File: config.mk
export PLATFORM = sky130hd
export DESIGN_NAME = dual_config_ctrl
export DESIGN_NICKNAME = d
export VERILOG_FILES = /design/src/rtl/dual_config_pkg.sv /design/src/rtl/dual_config_ctrl.sv
export SDC_FILE = /design/constraint.sdc
export NUM_CORES = 1
export LEC_CHECK = 0
export CELL_PAD_IN_SITES_DETAIL_PLACEMENT = 0
export CELL_PAD_IN_SITES_GLOBAL_PLACEMENT = 1
export CORE_ASPECT_RATIO = 1.5
export CORE_UTILIZATION = 30
export CTS_CLUSTER_DIAMETER = 150
export CTS_CLUSTER_SIZE = 40
export DETAILED_ROUTE_END_ITERATION = 8
export HOLD_SLACK_MARGIN = 0.02
export PLACE_DENSITY_LB_ADDON = 0.1
export SETUP_SLACK_MARGIN = 0.05
export SLEW_MARGIN = 5
export SYNTH_ARGS = -nofsm -noshare
export SYNTH_HDL_FRONTEND = slang
export SYNTH_SLANG_ARGS = --single-unit
File: constraint.sdc
create_clock -name clk -period 2.1 [get_ports clk]
set_input_delay 0.42 -clock clk [delete_from_list [all_inputs] [get_ports clk]]
set_output_delay 0.42 -clock clk [all_outputs]
set_load 0.005 [all_outputs]
File: src/rtl/dual_config_pkg.sv
// dual_config_pkg: register map and FSM state type for the MAX10 dual-config receive port.
// The WR_WDT state exists only when DUAL_CONFIG_WDT_EN is defined.
package dual_config_pkg;
    localparam logic [2:0] ADDR_TRIG = 3'd0;
    localparam logic [2:0] ADDR_SEL  = 3'd1;
    localparam logic [2:0] ADDR_BUSY = 3'd2;
    localparam int BIT_TRIG    = 0;
    localparam int BIT_WDT     = 1;
    localparam int BIT_SEL_OVR = 0;
    localparam int BIT_SEL     = 1;
    localparam int BIT_BUSY    = 0;
    localparam logic [31:0] WD_TRIG = 32'(1) << BIT_TRIG;
    localparam logic [31:0] WD_WDT  = 32'(1) << BIT_WDT;
    typedef enum logic [2:0] {
        ST_IDLE,
        ST_POLL_RD,
        ST_POLL_WAIT,
        ST_WR_SEL,
        ST_WR_TRIG,
        ST_TRIGGERED,
        ST_ERROR
`ifdef DUAL_CONFIG_WDT_EN
        , ST_WR_WDT
`endif
    } dual_config_ctrl_state_t;
    function automatic logic [31:0] sel_word(input logic img);
        return (32'(img) << BIT_SEL) | (32'(1) << BIT_SEL_OVR);
    endfunction
endpackage

File: src/rtl/dual_config_ctrl.sv
// dual_config_ctrl: Avalon-MM master that polls busy, selects the boot image and triggers reconfiguration.
// Define DUAL_CONFIG_WDT_EN to enable watchdog-kick servicing.
module dual_config_ctrl
    import dual_config_pkg::*;
#(
    parameter int READ_LATENCY = 2,
    parameter int POLL_TIMEOUT = 24000
) (
    input  logic        clk,
    input  logic        reset,
    input  logic        req_valid,
    input  logic        req_image,
    output logic        req_ready,
    input  logic        wdt_kick,
    output logic [2:0]  avmm_rcv_address,
    output logic        avmm_rcv_read,
    output logic        avmm_rcv_write,
    output logic [31:0] avmm_rcv_writedata,
    input  logic [31:0] avmm_rcv_readdata,
    output logic        ctrl_busy,
    output logic        ctrl_done,
    output logic        ctrl_error
);
    localparam int TW = $clog2(POLL_TIMEOUT + 1);
    localparam logic [TW-1:0] TMO = TW'(POLL_TIMEOUT);
    localparam logic [2:0] RL = 3'(READ_LATENCY);
    dual_config_ctrl_state_t state;
    logic          image;
    logic [TW-1:0] tmo_cnt;
    logic [2:0]    lat_cnt;
`ifdef DUAL_CONFIG_WDT_EN
    logic kick_pending;
    logic unused_bits;
    assign unused_bits = ^avmm_rcv_readdata[31:1];
    assign req_ready = (state == ST_IDLE) & ~kick_pending;
`else
    logic unused_bits;
    assign unused_bits = ^{avmm_rcv_readdata[31:1], wdt_kick};
    assign req_ready = (state == ST_IDLE);
`endif
    assign ctrl_busy = (state != ST_IDLE);
    // Avalon outputs are set on the transition into the strobing state, so they are registered.
    always_ff @(posedge clk or posedge reset) begin
        if (reset) begin
            state              <= ST_IDLE;
            image              <= 1'b0;
            tmo_cnt            <= '0;
            lat_cnt            <= '0;
            avmm_rcv_address   <= '0;
            avmm_rcv_read      <= 1'b0;
            avmm_rcv_write     <= 1'b0;
            avmm_rcv_writedata <= '0;
            ctrl_done          <= 1'b0;
            ctrl_error         <= 1'b0;
`ifdef DUAL_CONFIG_WDT_EN
            kick_pending       <= 1'b0;
`endif
        end else begin
            avmm_rcv_address   <= '0;
            avmm_rcv_read      <= 1'b0;
            avmm_rcv_write     <= 1'b0;
            avmm_rcv_writedata <= '0;
            if (state == ST_POLL_RD || state == ST_POLL_WAIT)
                tmo_cnt <= (tmo_cnt == '1) ? tmo_cnt : tmo_cnt + 1'b1;
`ifdef DUAL_CONFIG_WDT_EN
            kick_pending <= (wdt_kick && state != ST_TRIGGERED) || (kick_pending && state != ST_WR_WDT);
`endif
            case (state)
                ST_IDLE:
`ifdef DUAL_CONFIG_WDT_EN
                    if (kick_pending) begin
                        state              <= ST_WR_WDT;
                        avmm_rcv_write     <= 1'b1;
                        avmm_rcv_address   <= ADDR_TRIG;
                        avmm_rcv_writedata <= WD_WDT;
                    end else
`endif
                    if (req_valid) begin
                        state            <= ST_POLL_RD;
                        avmm_rcv_read    <= 1'b1;
                        avmm_rcv_address <= ADDR_BUSY;
                        ctrl_error       <= 1'b0;
                        image            <= req_image;
                        tmo_cnt          <= '0;
                    end
                ST_POLL_RD: begin
                    state   <= ST_POLL_WAIT;
                    lat_cnt <= 3'd1;
                end
                ST_POLL_WAIT:
                    if (lat_cnt != RL) lat_cnt <= lat_cnt + 3'd1;
                    else if (!avmm_rcv_readdata[BIT_BUSY]) begin
                        state              <= ST_WR_SEL;
                        avmm_rcv_write     <= 1'b1;
                        avmm_rcv_address   <= ADDR_SEL;
                        avmm_rcv_writedata <= sel_word(image);
                    end else if (tmo_cnt < TMO) begin
                        state            <= ST_POLL_RD;
                        avmm_rcv_read    <= 1'b1;
                        avmm_rcv_address <= ADDR_BUSY;
                    end else state <= ST_ERROR;
                ST_WR_SEL: begin
                    state              <= ST_WR_TRIG;
                    avmm_rcv_write     <= 1'b1;
                    avmm_rcv_address   <= ADDR_TRIG;
                    avmm_rcv_writedata <= WD_TRIG;
                end
                ST_WR_TRIG: begin
                    state     <= ST_TRIGGERED;
                    ctrl_done <= 1'b1;
                end
                ST_TRIGGERED: state <= ST_TRIGGERED;
                ST_ERROR: begin
                    state      <= ST_IDLE;
                    ctrl_error <= 1'b1;
                end
`ifdef DUAL_CONFIG_WDT_EN
                ST_WR_WDT: state <= ST_IDLE;
`endif
                default: state <= ST_IDLE;
            endcase
        end
    end
endmodule
==> results.sh, run 1 <==
export IMPL_postSynthCellCount=203
export IMPL_route_detailed_wl_per_inst_um=14.0
export IMPL_clkSinkCount=28
export IMPL_synthSimpleGateAreaFrac_pct=23.6
export IMPL_finalSetupTns_ns=0
export IMPL_placed_area_um2=1950
export IMPL_grt_pass1_vias=1392
export IMPL_drv_cap=0
export IMPL_synth_edf_count=0
export IMPL_required_ns=1.68
export IMPL_r2r_setup_slack_ns=0.17
export IMPL_finalClockSkew_ns=0.00233
export IMPL_drt_pass1_iterations=4
export IMPL_hp_start="ctrl_done$_DFFE_PP0P_"
export IMPL_mappedNetlistArea_um2=1800
export IMPL_core_area_um2=5790
export IMPL_synthArstFlopShare_pct=100
export IMPL_worstSetupEndpointType="output port"
export IMPL_finalInstanceArea_um2=2000
export IMPL_muxShareOfSynthArea_pct=2.79
export IMPL_synthFlopType="dfrtp_1"
export IMPL_p_leak_nw=0.902
export IMPL_diodes=0
export IMPL_post_dp_hpwl_mm=3.21
export IMPL_setup_viol=0
export IMPL_synth_compound_area_share_pct=15.1
export IMPL_ctsHoldBuffers=0
export IMPL_antenna_found_initial=0
export IMPL_synth_top_family_by_area="simple AND/OR/NAND/NOR gates"
export IMPL_clock_fmax_mhz=505
export IMPL_drive_gt1_share_pct=11.2
export IMPL_layout_commonest_cell="conb_1"
export IMPL_fin_util_pct=34.6
export IMPL_portBuffers=14
export IMPL_critPathArrivalTime_ns=1.56
export IMPL_cts_htree_levels=1
export IMPL_grt_max_degree=29
export IMPL_vias=1406
export IMPL_clockRootBuffer="clkbuf_8"
export IMPL_yosysUniqueCellTypes=43
export IMPL_worst_path_max_fanout=5
export IMPL_critPathKind="register to output port"
export IMPL_r2r_end="tmo_cnt[8]$_DFF_PP0_"
export IMPL_die_y_um=96.8
export IMPL_fin_crit_ns=1.98
export IMPL_p_per_area_nw_per_um2=969
export IMPL_grt_overflow=0
export IMPL_hold_viol=0
export IMPL_dieArea_um2=6300
export IMPL_synth_adder_area_share_pct=2.09
export IMPL_syn_area_per_cell_um2=8.84
export IMPL_hold_path_class="register to register"
export IMPL_drtIter0Drc=54
export IMPL_worstRegToRegCells=6
export IMPL_viasPerCell=4.77
export IMPL_areaGrowthSynthToFinish_pct=11.6
export IMPL_yosysWarnings=0
export IMPL_holdPathStages=1
export IMPL_outcome="completed"
export IMPL_clock_path_buffers=2
export IMPL_r2r_start="state[2]$_DFFE_PP0P_"
export IMPL_num_nets_final=265
export IMPL_clock_latency_ns=0.27
export IMPL_cp_start_kind="register"
export IMPL_drc=0
export IMPL_drv_slew=0
export IMPL_whs_endpoint="ctrl_done$_DFFE_PP0P_"
export IMPL_grtUsageTotal_pct=13.8
export IMPL_post_route_period_util_pct=94.2
export IMPL_seq_area_frac_synth_pct=39.0
export IMPL_mostFrequentLayoutCells="conb_1 (31), dfrtp_1 (27), nand2_1 (18)"
export IMPL_ys_seq_elements=28
export IMPL_final_antenna_net_count=0
export IMPL_cts_tree="built"
export IMPL_die_w_um=65.2
export IMPL_gp_congestion=0.748
export IMPL_grt_pass1_wl_mm=6.76
export IMPL_rsz0062_at_grt="false"
export IMPL_path_clk_slew_ns=0.10
export IMPL_io_pins=78
export IMPL_synth_xor_area_share_pct=0.488
export IMPL_rows=34
export IMPL_start_util_pct=31.0
export IMPL_vdd_drop_max_uv=456
export IMPL_cts_inserted_buffers=3
export IMPL_drt_total_wl_mm=4.12
==> synth_stat cells, types with 2 or more instances <==
| cell | instances | area share [%] |
|---|---|---|
| and4_1 | 2 | 0.98 |
| or3_1 | 3 | 1.0 |
| dfrtp_1 | 28 | 39 |
| and3_1 | 3 | 1.0 |
| nand4_1 | 5 | 1.7 |
| and2_1 | 4 | 1.4 |
| nand2b_1 | 7 | 2.4 |
| o41ai_1 | 2 | 0.98 |
| mux2i_1 | 5 | 2.8 |
| a31oi_1 | 4 | 1.4 |
| buf_2 | 3 | 0.84 |
| nor2_1 | 11 | 2.3 |
| nand3_1 | 9 | 2.5 |
| or4_1 | 2 | 0.84 |
| o31ai_1 | 2 | 0.84 |
| nor4b_1 | 2 | 0.98 |
| ha_1 | 3 | 2.1 |
| o21a_1 | 2 | 0.84 |
| clkbuf_1 | 4 | 0.84 |
| a21oi_1 | 13 | 3.6 |
| nor3_1 | 3 | 0.84 |
| nand2_1 | 18 | 3.8 |
| buf_4 | 33 | 14 |
| o21ai_0 | 9 | 2.5 |
| inv_1 | 6 | 1.3 |
| a31o_2 | 3 | 1.5 |
==> registers in the layout (all words and copies together), names as in the netlist <==
register and cells:
avmm_rcv_address 2, avmm_rcv_writedata 2, lat_cnt 3, ctrl_done 1, ctrl_error 1, image 1, state 3, tmo_cnt 15
==> where the power goes <==
group          internal [mW]  switching (mW)  leakage, nW
Combinational          0.406           0.472        0.511
Clock                  0.129           0.170       0.0216
Sequential             0.652           0.113        0.369
Total                   1.19           0.755        0.902
==> worst max-delay path: stages (launching register included) <==
cell             delay, ns
dfrtp_1               0.45
or3_4                 0.39
clkdlybuf4s50_1       0.45
==> how the worst max path moves through the flow <==
stage,start,to,slack [ns],depth (start not counted)
finish,state[0]$_DFFE_PP0P_,ctrl_busy,0.12,2
global placement,req_valid,tmo_cnt[8]$_DFF_PP0_,0.06,5
CTS,state[2]$_DFFE_PP0P_,ctrl_busy,0.12,2
detailed placement,req_valid,tmo_cnt[8]$_DFF_PP0_,0.05,5
global route,state[0]$_DFFE_PP0P_,ctrl_busy,0.08,2
floorplan,state[2]$_DFFE_PP0P_,tmo_cnt[8]$_DFF_PP0_,0.41,5
==> logic make-up after synthesis <==
| kind of cell | count (synthesis) |
|---|---|
| XOR/XNOR | 1 |
| other | 1 |
| buffers and inverters | 46 |
| AO/OA/AOI/OAI | 42 |
| adder cells (fa/ha/maj) | 3 |
| multiplexers | 5 |
| AND/OR/NAND/NOR | 77 |
| flip-flops | 28 |
==> stage by stage <==
stage / power [mW] / cells / hold WS [ns] / setup slack [ns]
floorplan: 1.36 / 233 / 0.437 / 0.413
detailed placement: 1.64 / 291 / 0.472 / 0.0531
CTS: 1.96 / 295 / 0.494 / 0.119
global placement: 1.62 / 291 / 0.450 / 0.0622
global route: 2.10 / 295 / 0.526 / 0.0804
finish: 1.94 / 295 / 0.489 / 0.121
==> area by class of cell <==
class                   instances  area [um2]
multi-input cells             159         912
clock buffers                   3        41.3
fillers                       633        3780
repair buffers                 27         236
well taps                      72        90.1
inverters                       6        22.5
flip-flops and latches         28         702
==> timing repair <==
action                     4_1_cts  5_1_grt
buffers inserted                 1        0
setup endpoints to repair        2        0
gates resized for setup          3        0
==> metal layers <==
layer,vias up,global-route usage (%),part of all wire [%]
li1,695,-,-
met2,19,25.4,56
met4,0,4.18,0.80
met3,2,1.53,1.6
met5,-,0,0
met1,690,16.0,41
(Power assumes the default switching activity.)
==> run 2: changes to the inputs <==
--- a/config.mk
+++ b/config.mk
@@ -5,10 +5,12 @@
 export SDC_FILE = /design/constraint.sdc
 export NUM_CORES = 1
 export LEC_CHECK = 0
+export ABC_AREA = 0
 export CELL_PAD_IN_SITES_DETAIL_PLACEMENT = 0
 export CELL_PAD_IN_SITES_GLOBAL_PLACEMENT = 1
 export CORE_ASPECT_RATIO = 1.5
-export CORE_UTILIZATION = 30
+export CORE_MARGIN = 3
+export CORE_UTILIZATION = 33
 export CTS_CLUSTER_DIAMETER = 150
 export CTS_CLUSTER_SIZE = 40
 export DETAILED_ROUTE_END_ITERATION = 8
==> constraint.sdc (replaced) <==
create_clock -name clk -period 2.47 [get_ports clk]
set_input_delay 0.494 -clock clk [delete_from_list [all_inputs] [get_ports clk]]
set_output_delay 0.494 -clock clk [all_outputs]
set_load 0.005 [all_outputs]
==> results.sh, run 2 (same netlist as run 1, synthesis figures left out) <==
export IMPL_io_pins=78
export IMPL_grt_overflow=0
export IMPL_grt_pass1_wl_mm=6.84
export IMPL_drv_cap=0
export IMPL_hold_viol=0
export IMPL_tightest_slew_ns=0.585
export IMPL_setup_viol=0
export IMPL_drc=0
export IMPL_dp_slack_ns=0.275
export IMPL_grtUsageTotal_pct=13.7
export IMPL_path_clk_slew_ns=0.10
export IMPL_cp_start_kind="register"
export IMPL_grt_pass1_vias=1431
export IMPL_route_detailed_wl_per_inst_um=14.2
export IMPL_diodes=0
export IMPL_clkSinkCount=28
export IMPL_cts_inserted_buffers=3
export IMPL_post_dp_hpwl_mm=3.06
export IMPL_start_util_pct=34.5
export IMPL_cts_htree_levels=1
export IMPL_die_w_um=66.2
export IMPL_rows=32
export IMPL_areaGrowthSynthToFinish_pct=9.76
export IMPL_gp_congestion=0.765
export IMPL_viasPerCell=4.99
export IMPL_num_nets_final=260
export IMPL_finalInstanceArea_um2=1970
export IMPL_drt_pass1_iterations=5
export IMPL_antenna_found_initial=0
export IMPL_dp_cells=283
export IMPL_postCtsSetupBuffers=0
export IMPL_hp_start="ctrl_done$_DFFE_PP0P_"
export IMPL_finalSetupTns_ns=0
export IMPL_mostFrequentLayoutCells="conb_1 (31), dfrtp_1 (28), nand2_1 (18)"
export IMPL_hold_slack_ns=0.485
export IMPL_worst_path_max_fanout=4
export IMPL_fin_crit_ns=2.16
export IMPL_dieArea_um2=6380
export IMPL_die_y_um=96.3
export IMPL_slew_headroom_pct=60.7
export IMPL_largest_reg_flops=15
export IMPL_drive_gt1_share_pct=8.68
export IMPL_portBuffers=14
export IMPL_r2r_start="state[0]$_DFFE_PP0P_"
export IMPL_outcome="completed"
export IMPL_holdPathStages=1
export IMPL_hold_path_class="register to register"
export IMPL_reg_largest_list="tmo_cnt (15), lat_cnt (3), state (3)"
export IMPL_layout_cells_non_filler=287
export IMPL_rsz0062_at_grt="false"
export IMPL_finalClockSkew_ns=0.00539
export IMPL_core_area_um2=5200
export IMPL_r2r_setup_slack_ns=0.51
export IMPL_drt_total_wl_mm=4.09
export IMPL_layout_commonest_cell="conb_1"
export IMPL_critPathArrivalTime_ns=1.67
export IMPL_placed_area_um2=1920
export IMPL_whs_endpoint="ctrl_done$_DFFE_PP0P_"
export IMPL_final_antenna_net_count=0
export IMPL_largest_register="tmo_cnt"
export IMPL_p_leak_nw=0.882
export IMPL_drtIter0Drc=79
export IMPL_clock_latency_ns=0.28
export IMPL_worstSetupEndpointType="output port"
export IMPL_clock_path_buffers=2
export IMPL_worstRegToRegCells=5
export IMPL_critPathKind="register to output port"
export IMPL_p_total_mw=1.66
export IMPL_r2r_end="tmo_cnt[4]$_DFF_PP0_"
export IMPL_grt_max_degree=29
export IMPL_clock_fmax_mhz=462
export IMPL_drv_slew=0
export IMPL_vias=1432
export IMPL_clockRootBuffer="clkbuf_8"
export IMPL_cts_resized=0
export IMPL_fin_util_pct=37.9
export IMPL_required_ns=1.98
export IMPL_cts_tree="built"
export IMPL_p_per_area_nw_per_um2=845
export IMPL_vdd_drop_max_uv=427
export IMPL_post_route_period_util_pct=87.6
export IMPL_ctsHoldBuffers=0
export IMPL_startpoint="state[0]$_DFFE_PP0P_"
export IMPL_finalWorstSetupSlack_ns=0.305
-- run 2: worst max-delay path, stage by stage, from the launching register on --
cell and delay (ns):
dfrtp_1 0.42, or3_1 0.39, inv_1 0.08, clkdlybuf4s50_1 0.50
-- run 2: cell type report --
type | count | area [um2]
sequential | 28 | 701
multi-input combinational | 159 | 907
tap | 68 | 85.1
fill | 552 | 3230
clock buffer | 4 | 55.1
inverter | 6 | 22.5
timing repair buffer | 22 | 200
-- run 2: how the worst max path moves through the flow --
| stage | end | slack (ns) |
|---|---|---|
| after floorplan | tmo_cnt[8]$_DFF_PP0_ | 0.78 |
| after global placement | tmo_cnt[8]$_DFF_PP0_ | 0.29 |
| after global routing | req_ready | 0.22 |
| after detailed placement | tmo_cnt[8]$_DFF_PP0_ | 0.27 |
| after CTS | req_ready | 0.27 |
| final | req_ready | 0.31 |
-- run 2: where the power goes --
| part | switching [mW] | internal, mW | leakage, nW |
|---|---|---|---|
| registers | 0.0815 | 0.553 | 0.371 |
| logic | 0.407 | 0.324 | 0.483 |
| clock network | 0.156 | 0.143 | 0.0288 |
| total | 0.644 | 1.02 | 0.882 |
-- run 2: routing by layer --
metal | global-route usage, % | wire [um] | vias to the layer above
met1 | 16.0 | 1620 | 712
met5 | 0 | 0 | -
met2 | 25.6 | 2310 | 25
met4 | 3.56 | 49 | 0
li1 | - | - | 690
met3 | 1.87 | 105 | 5
